## src/rtl/lsf_pkg.sv

```systemverilog
// Shared LSF types and widths used by the histogram stage and the peak selector.
package lsf_pkg;

  localparam int LSF_NTHETA      = 128;
  localparam int LSF_THETA_WIDTH = 7;
  localparam int LSF_RBIN_WIDTH  = 8;
  // Stored rbin field drops the histogram's sign bit.
  localparam int LSF_RBIN_FIELD  = LSF_RBIN_WIDTH - 1;
  localparam int LSF_CNT_WIDTH   = 4;
  localparam int LSF_MIN_HITS    = 3;

  typedef struct packed {
    logic [LSF_THETA_WIDTH-1:0] theta;
    logic [LSF_RBIN_FIELD-1:0]  rbin;
    logic [LSF_CNT_WIDTH-1:0]   count;
  } lsf_peak_t;

  typedef enum logic [1:0] {
    IDLE    = 2'd0,
    COLLECT = 2'd1,
    SCAN    = 2'd2,
    RESULT  = 2'd3
  } lsf_psel_state_t;

endpackage

```

## src/rtl/lsf_peak_select_if.sv

```systemverilog
// Peak result channel from the peak selector to its consumer.
// Handshake: peak_vld rises when a result is ready and then holds, with
// found/theta/rbin/count stable, until a clock edge where peak_vld & peak_rdy
// are both high; that edge is the transfer. peak_rdy may toggle freely.
interface lsf_peak_select_if;
  import lsf_pkg::*;

  logic                       peak_vld;
  logic                       peak_rdy;
  logic                       peak_found;
  logic [LSF_THETA_WIDTH-1:0] peak_theta;
  logic [LSF_RBIN_FIELD-1:0]  peak_rbin;
  logic [LSF_CNT_WIDTH-1:0]   peak_count;

  modport master (
    output peak_vld, peak_found, peak_theta, peak_rbin, peak_count,
    input  peak_rdy
  );

  modport slave (
    input  peak_vld, peak_found, peak_theta, peak_rbin, peak_count,
    output peak_rdy
  );

endinterface

```

## src/rtl/lsf_peak_cmp.sv

```systemverilog
// Running-best register: takes the candidate only when its count is strictly
// greater, so the earliest candidate wins any tie.
module lsf_peak_cmp
  import lsf_pkg::*;
(
  input  logic      clk,
  input  logic      rst_n,
  input  logic      clear,
  input  logic      en,
  input  lsf_peak_t cand,
  output lsf_peak_t best
);

  // Clear to count 0 / theta 0 / rbin 0, then keep the strictly larger count.
  always_ff @(posedge clk) begin
    if (!rst_n || clear) begin
      best <= '0;
    end else if (en && (cand.count > best.count)) begin
      best <= cand;
    end
  end

endmodule

```

## src/rtl/lsf_peak_select.sv

```systemverilog
// LSF peak selector: latches per-theta local maxima during an event window,
// scans the table one slice per cycle at event end, and offers the global peak.
module lsf_peak_select
  import lsf_pkg::*;
#(
  parameter int NTHETA   = LSF_NTHETA,
  parameter int MIN_HITS = LSF_MIN_HITS
)
(
  input  logic                             clk,
  input  logic                             rst_n,
  input  logic                             event_start,
  input  logic                             event_end,
  input  logic [NTHETA-1:0]                lmax_vld,
  input  logic [NTHETA*LSF_RBIN_FIELD-1:0] lmax_rbin,
  input  logic [NTHETA*LSF_CNT_WIDTH-1:0]  lmax_count,
  output logic                             reset_rbins,
  output logic                             busy,
  output logic                             err_dropped,
  output lsf_psel_state_t                  dbg_state,
  lsf_peak_select_if.master                peak_bus
);

  localparam logic [LSF_THETA_WIDTH-1:0] THETA_LAST = LSF_THETA_WIDTH'(NTHETA - 1);
  localparam logic [LSF_CNT_WIDTH-1:0]   MIN_CNT    = LSF_CNT_WIDTH'(MIN_HITS);

  lsf_psel_state_t            state, state_nxt;
  logic [LSF_THETA_WIDTH-1:0] idx;
  logic [LSF_RBIN_FIELD-1:0]  tbl_rbin [NTHETA];
  logic [LSF_CNT_WIDTH-1:0]   tbl_cnt  [NTHETA];
  logic                       restart, start_scan, handshake;
  logic                       collect_en, scan_en, drop, tbl_clear;
  lsf_peak_t                  cand, best;

  // Next state and per-cycle control strobes.
  always_comb begin
    state_nxt  = state;
    restart    = 1'b0;
    start_scan = 1'b0;
    handshake  = 1'b0;
    collect_en = 1'b0;
    scan_en    = 1'b0;
    drop       = 1'b0;
    case (state)
      IDLE: begin
        if (event_start) begin
          restart   = 1'b1;
          state_nxt = COLLECT;
        end
      end
      COLLECT: begin
        if (event_start) begin
          restart = 1'b1;
        end else begin
          // The closing cycle still latches its local maxima.
          collect_en = 1'b1;
          if (event_end) begin
            start_scan = 1'b1;
            state_nxt  = SCAN;
          end
        end
      end
      SCAN: begin
        scan_en = 1'b1;
        drop    = event_start | event_end;
        if (idx == THETA_LAST) state_nxt = RESULT;
      end
      RESULT: begin
        drop = event_start | event_end;
        if (peak_bus.peak_rdy) begin
          handshake = 1'b1;
          state_nxt = IDLE;
        end
      end
      default: state_nxt = IDLE;
    endcase
  end

  assign tbl_clear = restart | handshake;

  // State register.
  always_ff @(posedge clk) begin
    if (!rst_n) state <= IDLE;
    else        state <= state_nxt;
  end

  // Scan index walks 0..NTHETA-1 during SCAN.
  always_ff @(posedge clk) begin
    if (!rst_n || start_scan) idx <= '0;
    else if (scan_en)         idx <= idx + 1'b1;
  end

  // One-cycle histogram clear, issued on every table clear.
  always_ff @(posedge clk) begin
    if (!rst_n) reset_rbins <= 1'b0;
    else        reset_rbins <= tbl_clear;
  end

  // Sticky flag for event pulses that arrive while the selector is busy.
  always_ff @(posedge clk) begin
    if (!rst_n)    err_dropped <= 1'b0;
    else if (drop) err_dropped <= 1'b1;
  end

  // Per-slice table: keep the first rbin that reaches each new higher count.
  always_ff @(posedge clk) begin
    for (int i = 0; i < NTHETA; i++) begin
      if (!rst_n || tbl_clear) begin
        tbl_rbin[i] <= '0;
        tbl_cnt[i]  <= '0;
      end else if (collect_en && lmax_vld[i] &&
                   (lmax_count[i*LSF_CNT_WIDTH +: LSF_CNT_WIDTH] > tbl_cnt[i])) begin
        tbl_rbin[i] <= lmax_rbin[i*LSF_RBIN_FIELD +: LSF_RBIN_FIELD];
        tbl_cnt[i]  <= lmax_count[i*LSF_CNT_WIDTH +: LSF_CNT_WIDTH];
      end
    end
  end

  assign cand.theta = idx;
  assign cand.rbin  = tbl_rbin[idx];
  assign cand.count = tbl_cnt[idx];

  lsf_peak_cmp u_cmp (
    .clk   (clk),
    .rst_n (rst_n),
    .clear (start_scan | handshake),
    .en    (scan_en),
    .cand  (cand),
    .best  (best)
  );

  // Result is only presented in RESULT; payload is zero otherwise.
  assign peak_bus.peak_vld   = (state == RESULT);
  assign peak_bus.peak_found = peak_bus.peak_vld & (best.count >= MIN_CNT);
  assign peak_bus.peak_theta = peak_bus.peak_vld ? best.theta : '0;
  assign peak_bus.peak_rbin  = peak_bus.peak_vld ? best.rbin  : '0;
  assign peak_bus.peak_count = peak_bus.peak_vld ? best.count : '0;

  assign busy      = (state == SCAN) | (state == RESULT);
  assign dbg_state = state;

endmodule

```

## src/flat_wrapper.sv

```systemverilog
// flat-port wrapper written by rule: the top's interface ports become plain ports
module lsf_peak_select_flat import lsf_pkg::*;
#(
  parameter int NTHETA   = LSF_NTHETA,
  parameter int MIN_HITS = LSF_MIN_HITS
)
  (clk, rst_n, event_start, event_end, lmax_vld, lmax_rbin, lmax_count, reset_rbins, busy, err_dropped, dbg_state, peak_bus_peak_vld, peak_bus_peak_found, peak_bus_peak_theta, peak_bus_peak_rbin, peak_bus_peak_count, peak_bus_peak_rdy);
  lsf_peak_select_if peak_bus_i ();
  input  logic clk;
  input  logic rst_n;
  input  logic event_start;
  input  logic event_end;
  input  logic [NTHETA-1:0] lmax_vld;
  input  logic [NTHETA*LSF_RBIN_FIELD-1:0] lmax_rbin;
  input  logic [NTHETA*LSF_CNT_WIDTH-1:0] lmax_count;
  output logic reset_rbins;
  output logic busy;
  output logic err_dropped;
  output lsf_psel_state_t dbg_state;
  output wire logic [$bits(peak_bus_i.peak_vld)-1:0] peak_bus_peak_vld;
  output wire logic [$bits(peak_bus_i.peak_found)-1:0] peak_bus_peak_found;
  output wire logic [$bits(peak_bus_i.peak_theta)-1:0] peak_bus_peak_theta;
  output wire logic [$bits(peak_bus_i.peak_rbin)-1:0] peak_bus_peak_rbin;
  output wire logic [$bits(peak_bus_i.peak_count)-1:0] peak_bus_peak_count;
  input wire logic [$bits(peak_bus_i.peak_rdy)-1:0] peak_bus_peak_rdy;
  assign peak_bus_peak_vld = peak_bus_i.peak_vld;
  assign peak_bus_peak_found = peak_bus_i.peak_found;
  assign peak_bus_peak_theta = peak_bus_i.peak_theta;
  assign peak_bus_peak_rbin = peak_bus_i.peak_rbin;
  assign peak_bus_peak_count = peak_bus_i.peak_count;
  assign peak_bus_i.peak_rdy = peak_bus_peak_rdy;
  lsf_peak_select #(.NTHETA(NTHETA), .MIN_HITS(MIN_HITS)) u_core (.clk(clk), .rst_n(rst_n), .event_start(event_start), .event_end(event_end), .lmax_vld(lmax_vld), .lmax_rbin(lmax_rbin), .lmax_count(lmax_count), .reset_rbins(reset_rbins), .busy(busy), .err_dropped(err_dropped), .dbg_state(dbg_state), .peak_bus(peak_bus_i));
endmodule
```

## config.mk

```make
export PLATFORM = sky130hd
export DESIGN_NAME = lsf_peak_select_flat
export DESIGN_NICKNAME = d
export VERILOG_FILES = /design/src/rtl/lsf_pkg.sv /design/src/rtl/lsf_peak_select_if.sv /design/src/rtl/lsf_peak_cmp.sv /design/src/rtl/lsf_peak_select.sv /design/src/flat_wrapper.sv
export SDC_FILE = /design/constraint.sdc
export NUM_CORES = 2
export LEC_CHECK = 0
export CORE_AREA = 10 10 595 597
export CTS_CLUSTER_DIAMETER = 100
export CTS_CLUSTER_SIZE = 10
export DETAILED_ROUTE_END_ITERATION = 10
export DIE_AREA = 0 0 605 607
export GPL_TIMING_DRIVEN = 0
export PLACE_DENSITY = 0.48
export SYNTH_ARGS = -nofsm -noshare
export SYNTH_HDL_FRONTEND = slang
export SYNTH_HIERARCHICAL = 1
export SYNTH_SLANG_ARGS = --single-unit
```

## constraint.sdc

```tcl
create_clock -name clk -period 4.4 [get_ports clk]
set_input_delay 0.88 -clock clk [delete_from_list [all_inputs] [get_ports clk]]
set_output_delay 0.88 -clock clk [all_outputs]
set_load 0.01 [all_outputs]
```

Word-level counts from Yosys, hierarchy flattened
Memories as Yosys holds them, arrays and structs flattened. A register that Yosys moved wholly into a read port is not among the register bits. Index checks and enable logic that the tools add are counted.

Register bits: 22. Memory bits (writable): 1408. Word-level logic and storage cells: 1338. Memories kept: 2.

Memories: u_core.tbl_rbin (depth 128, width 7, read ports 1, clocked after Yosys merged registers in 1, wr ports 128, RTL line lsf_peak_select.sv:29) `logic [LSF_RBIN_FIELD-1:0] tbl_rbin [NTHETA];`; u_core.tbl_cnt (depth 128, width 4, read ports 129, clocked after Yosys merged registers in 1, wr ports 128, RTL line lsf_peak_select.sv:30) `logic [LSF_CNT_WIDTH-1:0] tbl_cnt [NTHETA];`.

Add/subtract/negate cells: 1. Order comparisons: 130. Equal/unequal tests: 9. Multiplexer cells: 664. Bitwise operators: 261. Reduce and logical (&&, ||, !) cells: 265.

Operators with widths (number): 2-to-1 mux 7 bit (132); greater-than comparator 4 bit (129); 2-to-1 mux 4 bit (129); 2-to-1 mux 1 bit (397); bitwise OR 1 bit (260); logical AND 1 bit (257); 2-to-1 mux 2 bit (5); inequality test 2 bit, second input constant (4); case mux 2 bit (4 select lines) (1); adder 7 x 1 -> 7 bit, second input constant (1); equality test 7 bit, second input constant (1); AND reduction 5 bit (1); equality test 2 bit, second input constant (2); >= comparator 4 x 2 -> 1 bit, second input constant (1); OR reduction 2 bit (2); logical OR 1 bit (3); equality test 2 x 1 -> 1 bit, second input constant (1); zero test 2 bit (1); inequality test 2 x 1 -> 1 bit, second input constant (1); bitwise AND 1 bit (1); zero test 1 bit (1).

Longest topological paths before layout
Depth in word-level cells: 8. Gate-level depth with buffers: 15.

Hierarchy
The synthesis kept the hierarchy.

Modules (own cells, without submodules): lsf_peak_select (times used 1, cells each 5591, area each 78017.3 µm², sequential area each 42640.9 µm²); lsf_peak_cmp (times used 1, cells each 93, area each 847.1 µm², sequential area each 360.3 µm²).

Worst setup path before layout
Ideal clock, no wire load.

Path kind: register to register. From: register with a tool-made name. To: register u_core/u_cmp/best[11] (netlist name). Arrival time: 3824 ps. Required time: 4328 ps. Slack: 504 ps. Cell stages (with the launch flop): 14. Buffers on the path: 4. Cell sequence: dfxtp_1 -> buf_2 -> buf_1 -> mux4_2 -> mux4_2 -> mux4_2 -> mux2_2 -> ha_1 -> nor2b_4 -> o211ai_2 -> a21oi_2 -> buf_6 -> buf_12 -> mux2i_1.

==> flow_metrics.tcl <==
set metrics [dict create \
    antenna_found_initial 316 \
    p_clk_share_pct 26.1 \
    final_antenna_net_count 0 \
    report.final.slew_viol_count 0 \
    clock_skew_ns 0.0548 \
    crit_type "flop to flop" \
    drc_errors 0 \
    crit_required_ns 5.18 \
    dieArea_sq_um 367000 \
    vias_per_cell 4.85 \
    clkLatencyLatePin_ns 0.88 \
    p_per_area_nw_per_um2 465 \
    ys_ff_latch 1444 \
    cts_root_buffer "clkbuf_16" \
    cts-buffers-inserted 170 \
    coreArea_sq_um 342000 \
    switching_share_pct 34.4 \
    setup_slack_ns -0.0616 \
    synthCells 5684 \
    instances_no_fill 12200 \
    setup_violations 17 \
    drt-pass1-iter-count 5 \
    nets 9517 \
    routedWlPerCell_um 37.7 \
    worstHoldStart "u_core/u_cmp/best[7]" \
    drive_gt1_share_pct 11.6 \
    grt_max_degree 13 \
    die_h_um 607 \
    critPathMaxFanout 10 \
    grt_pass1_wl_um 587000 \
    syn_avg_cell_area_sq_um 13.9 \
    synth_edf_count 1408 \
    finalPower_mw 49.6 \
    worstMarginPinSlew_ns 1.37 \
    cts_max_path_buffers 4 \
    p_leak_nw 40.8 \
    ctsHoldBuffers 0 \
    port_buffers 1565 \
    htreeDepth 4 \
    violations "negative setup slack" \
    yosys.cell_types.count 36 \
    use_met1_pct 29.8 \
    status "complete, but fails checks" \
    min_to "u_core/u_cmp/best[7]" \
    min_period_over_period_pct 101 \
    start_kind "flop" \
    cp-end-kind "flop" \
    path_clk_slew_ns 0.05 \
    ys_seq_area_share_pct 54.5 \
    period_minus_slack_ns 4.46 \
    worst_slew_margin_rel_pct 8.81 \
    met3_usage_pct 4.34 \
    grt.busiest_layer "met2" \
    grt_pass1_vias 60300 \
    gp_congestion 0.947 \
    wl_um 458000 \
    rows 215 \
    use_met2_pct 40.7 \
    io_pins 1566 \
    hold_depth 2 \
    cts.sinks 1444 \
    grt-ovfl-total 0 \
    synth_async_sr_flop_share_pct 0 \
    rsz0062_at_grt "yes" \
    syn_area_sq_um 78900 \
    yosys_warnings 6 \
    pwr-share-seq_pct 41.6 \
    syn2layout_area_growth_pct 35.0 \
    start_util_pct 23.1 \
    track_usage_pct 23.9 \
    p_int_mw 32.5 \
    nFillCells 34300 \
    drv_cap 0 \
    reg2reg_depth 15 \
    reg2reg_slack_ns -0.06 \
    drtIter0Drc 5632 \
    hold_viol 0 \
    cts_tree "yes" \
    p_sw_mw 17.0 \
    synth_flop_cell "edfxtp_1" \
    comb_power_share_pct 32.4 \
    holdCritPathClass "flop to flop" \
    syn-num-nets 7747 \
    fmax_mhz 224 \
    timing.rr.end "u_core/u_cmp/best[11]" \
    dpl.cell_count 11800 \
    num_vias 59000 \
    die_w_um 605 \
    place_hpwl_um 390000 \
    cp.arrival_ns 5.24 \
    peakVddDrop_mv 0.257 \
]
[cell usage after synthesis (36+ instances only)]
cell      instances  area (sq um)
nor3_1          128           641
nand2_1         299          1120
inv_1           519          1950
o21ai_0         129           646
o211a_1         128          1280
clkbuf_1        107           402
edfxtp_1       1408         42300
o21a_1          258          1940
dfxtp_1          36           721
nor2b_1         133           832
ha_1            522          6530
mux4_2          462         10400
a41oi_1         128          1120
and2_1         1298          8120
[cells in the final DEF, fill, tap and decap left out, types with 128 or more instances in the layout]
| cell type | n |
|---|---|
| clkdlybuf4s50_1 | 1559 |
| and2_1 | 1298 |
| o21a_1 | 258 |
| a41oi_1 | 128 |
| inv_1 | 518 |
| clkbuf_16 | 176 |
| o21ai_0 | 129 |
| mux4_2 | 462 |
| ha_1 | 519 |
| nor2b_1 | 131 |
| nor3_1 | 128 |
| edfxtp_1 | 1408 |
| o211a_1 | 128 |
| nand2_1 | 265 |
[metrics by stage]
| stage | worst slack (ns) | instance area, sq um | setup TNS [ns] | util (%) | hold slack (ns) |
|---|---|---|---|---|---|
| after floorplan | 0.504 | 78900 | 0 | - | 0.430 |
| after global placement | -3.86 | 100000 | -5483.29 | 29.3 | 0.449 |
| after detailed placement | -2.14 | 100000 | -2354.28 | 29.4 | 0.450 |
| after CTS | -0.131 | 106000 | -1.89 | 31.0 | 0.459 |
| after global routing | -0.131 | 106000 | -1.87 | 31.1 | 0.485 |
| final | -0.0616 | 107000 | -0.634 | 31.1 | 0.456 |
[power groups by stage]
stage | clock network [mW] | logic [mW] | registers (mW)
global route | 13.7 | 17.0 | 20.8
global placement | 0 | 15.1 | 20.8
floorplan | 0 | 7.77 | 19.8
CTS | 13.2 | 16.2 | 20.6
detailed placement | 0 | 15.4 | 20.8
finish | 12.9 | 16.0 | 20.6
[sequential cells by signal, indices dropped and copies added, names as in the netlist, named ones only]
register and count:
u_core/u_cmp/best 18, u_core/tbl_rbin 896, u_core/tbl_cnt 512, u_core/err_dropped 1
u_core/reset_rbins 1, u_core/idx 7, u_core/dbg_state 2
[logic make-up after synthesis]
kind of cell               Yosys count  synth area share [%]
AOI/OAI and AO/OA                  651                  6.40
xor gates and xnor gates             6                0.0666
adders and majority gates          522                  8.28
buffers and inverters              688                  3.39
DFF                               1444                  54.5
muxes                              493                  13.6
and+or+nand+nor                   1880                  13.7
[area by class of cell]
class / count / area, sq um / area share (%)
diodes: 125 / 313 / 0.294
plain buffers: 168 / 1480 / 1.39
clock buffers: 178 / 4330 / 4.06
clock inverters: 18 / 198 / 0.186
inverters: 519 / 1950 / 1.83
multi-input cells: 3552 / 33300 / 31.3
flip-flops and latches: 1444 / 43000 / 40.4
well taps: 4557 / 5700 / 5.35
repair buffers: 1599 / 16200 / 15.2
[worst max-delay path, stage by stage (launching register included)]
cell	delay (ns)
dfxtp_1	0.34
clkbuf_16	0.23
clkbuf_16	0.22
buf_12	0.18
buf_4	0.25
mux4_2	0.41
mux4_2	0.64
mux4_2	0.61
mux2_4	0.32
ha_4	0.27
nor2b_4	0.13
o211ai_2	0.08
a21oi_2	0.14
buf_6	0.17
buf_12	0.13
mux2i_1	0.19
[layer usage]
metal / wire length, um / up-vias / share of wire (%)
met5: 438 / - / 0.096
met4: 19800 / 68 / 4.3
met3: 28600 / 791 / 6.2
met2: 224000 / 2905 / 49
met1: 186000 / 30400 / 41
li1: - / 24800 / -
[worst max-delay path by stage]
stage,endpoint,cells past startpoint,start,slack (ns)
6_report,u_core/u_cmp/best[11],15,flop,-0.06
3_3_place_gp,u_core/u_cmp/best[11],14,flop,-3.86
5_1_grt,u_core/u_cmp/best[1],13,flop,-0.13
2_1_floorplan,u_core/u_cmp/best[11],13,flop,0.50
4_1_cts,u_core/u_cmp/best[11],14,flop,-0.13
3_5_place_dp,u_core/tbl_rbin[105][2],8,event_start,-2.14
[timing repair]
action	CTS	global route
setup buffers	19	0
cloned	5	0
pin swaps	1	3
setup endpoints to repair	1581	113
hold endpoints to repair	0	0
resized for setup	285	28
(Power assumes the default switching activity.)
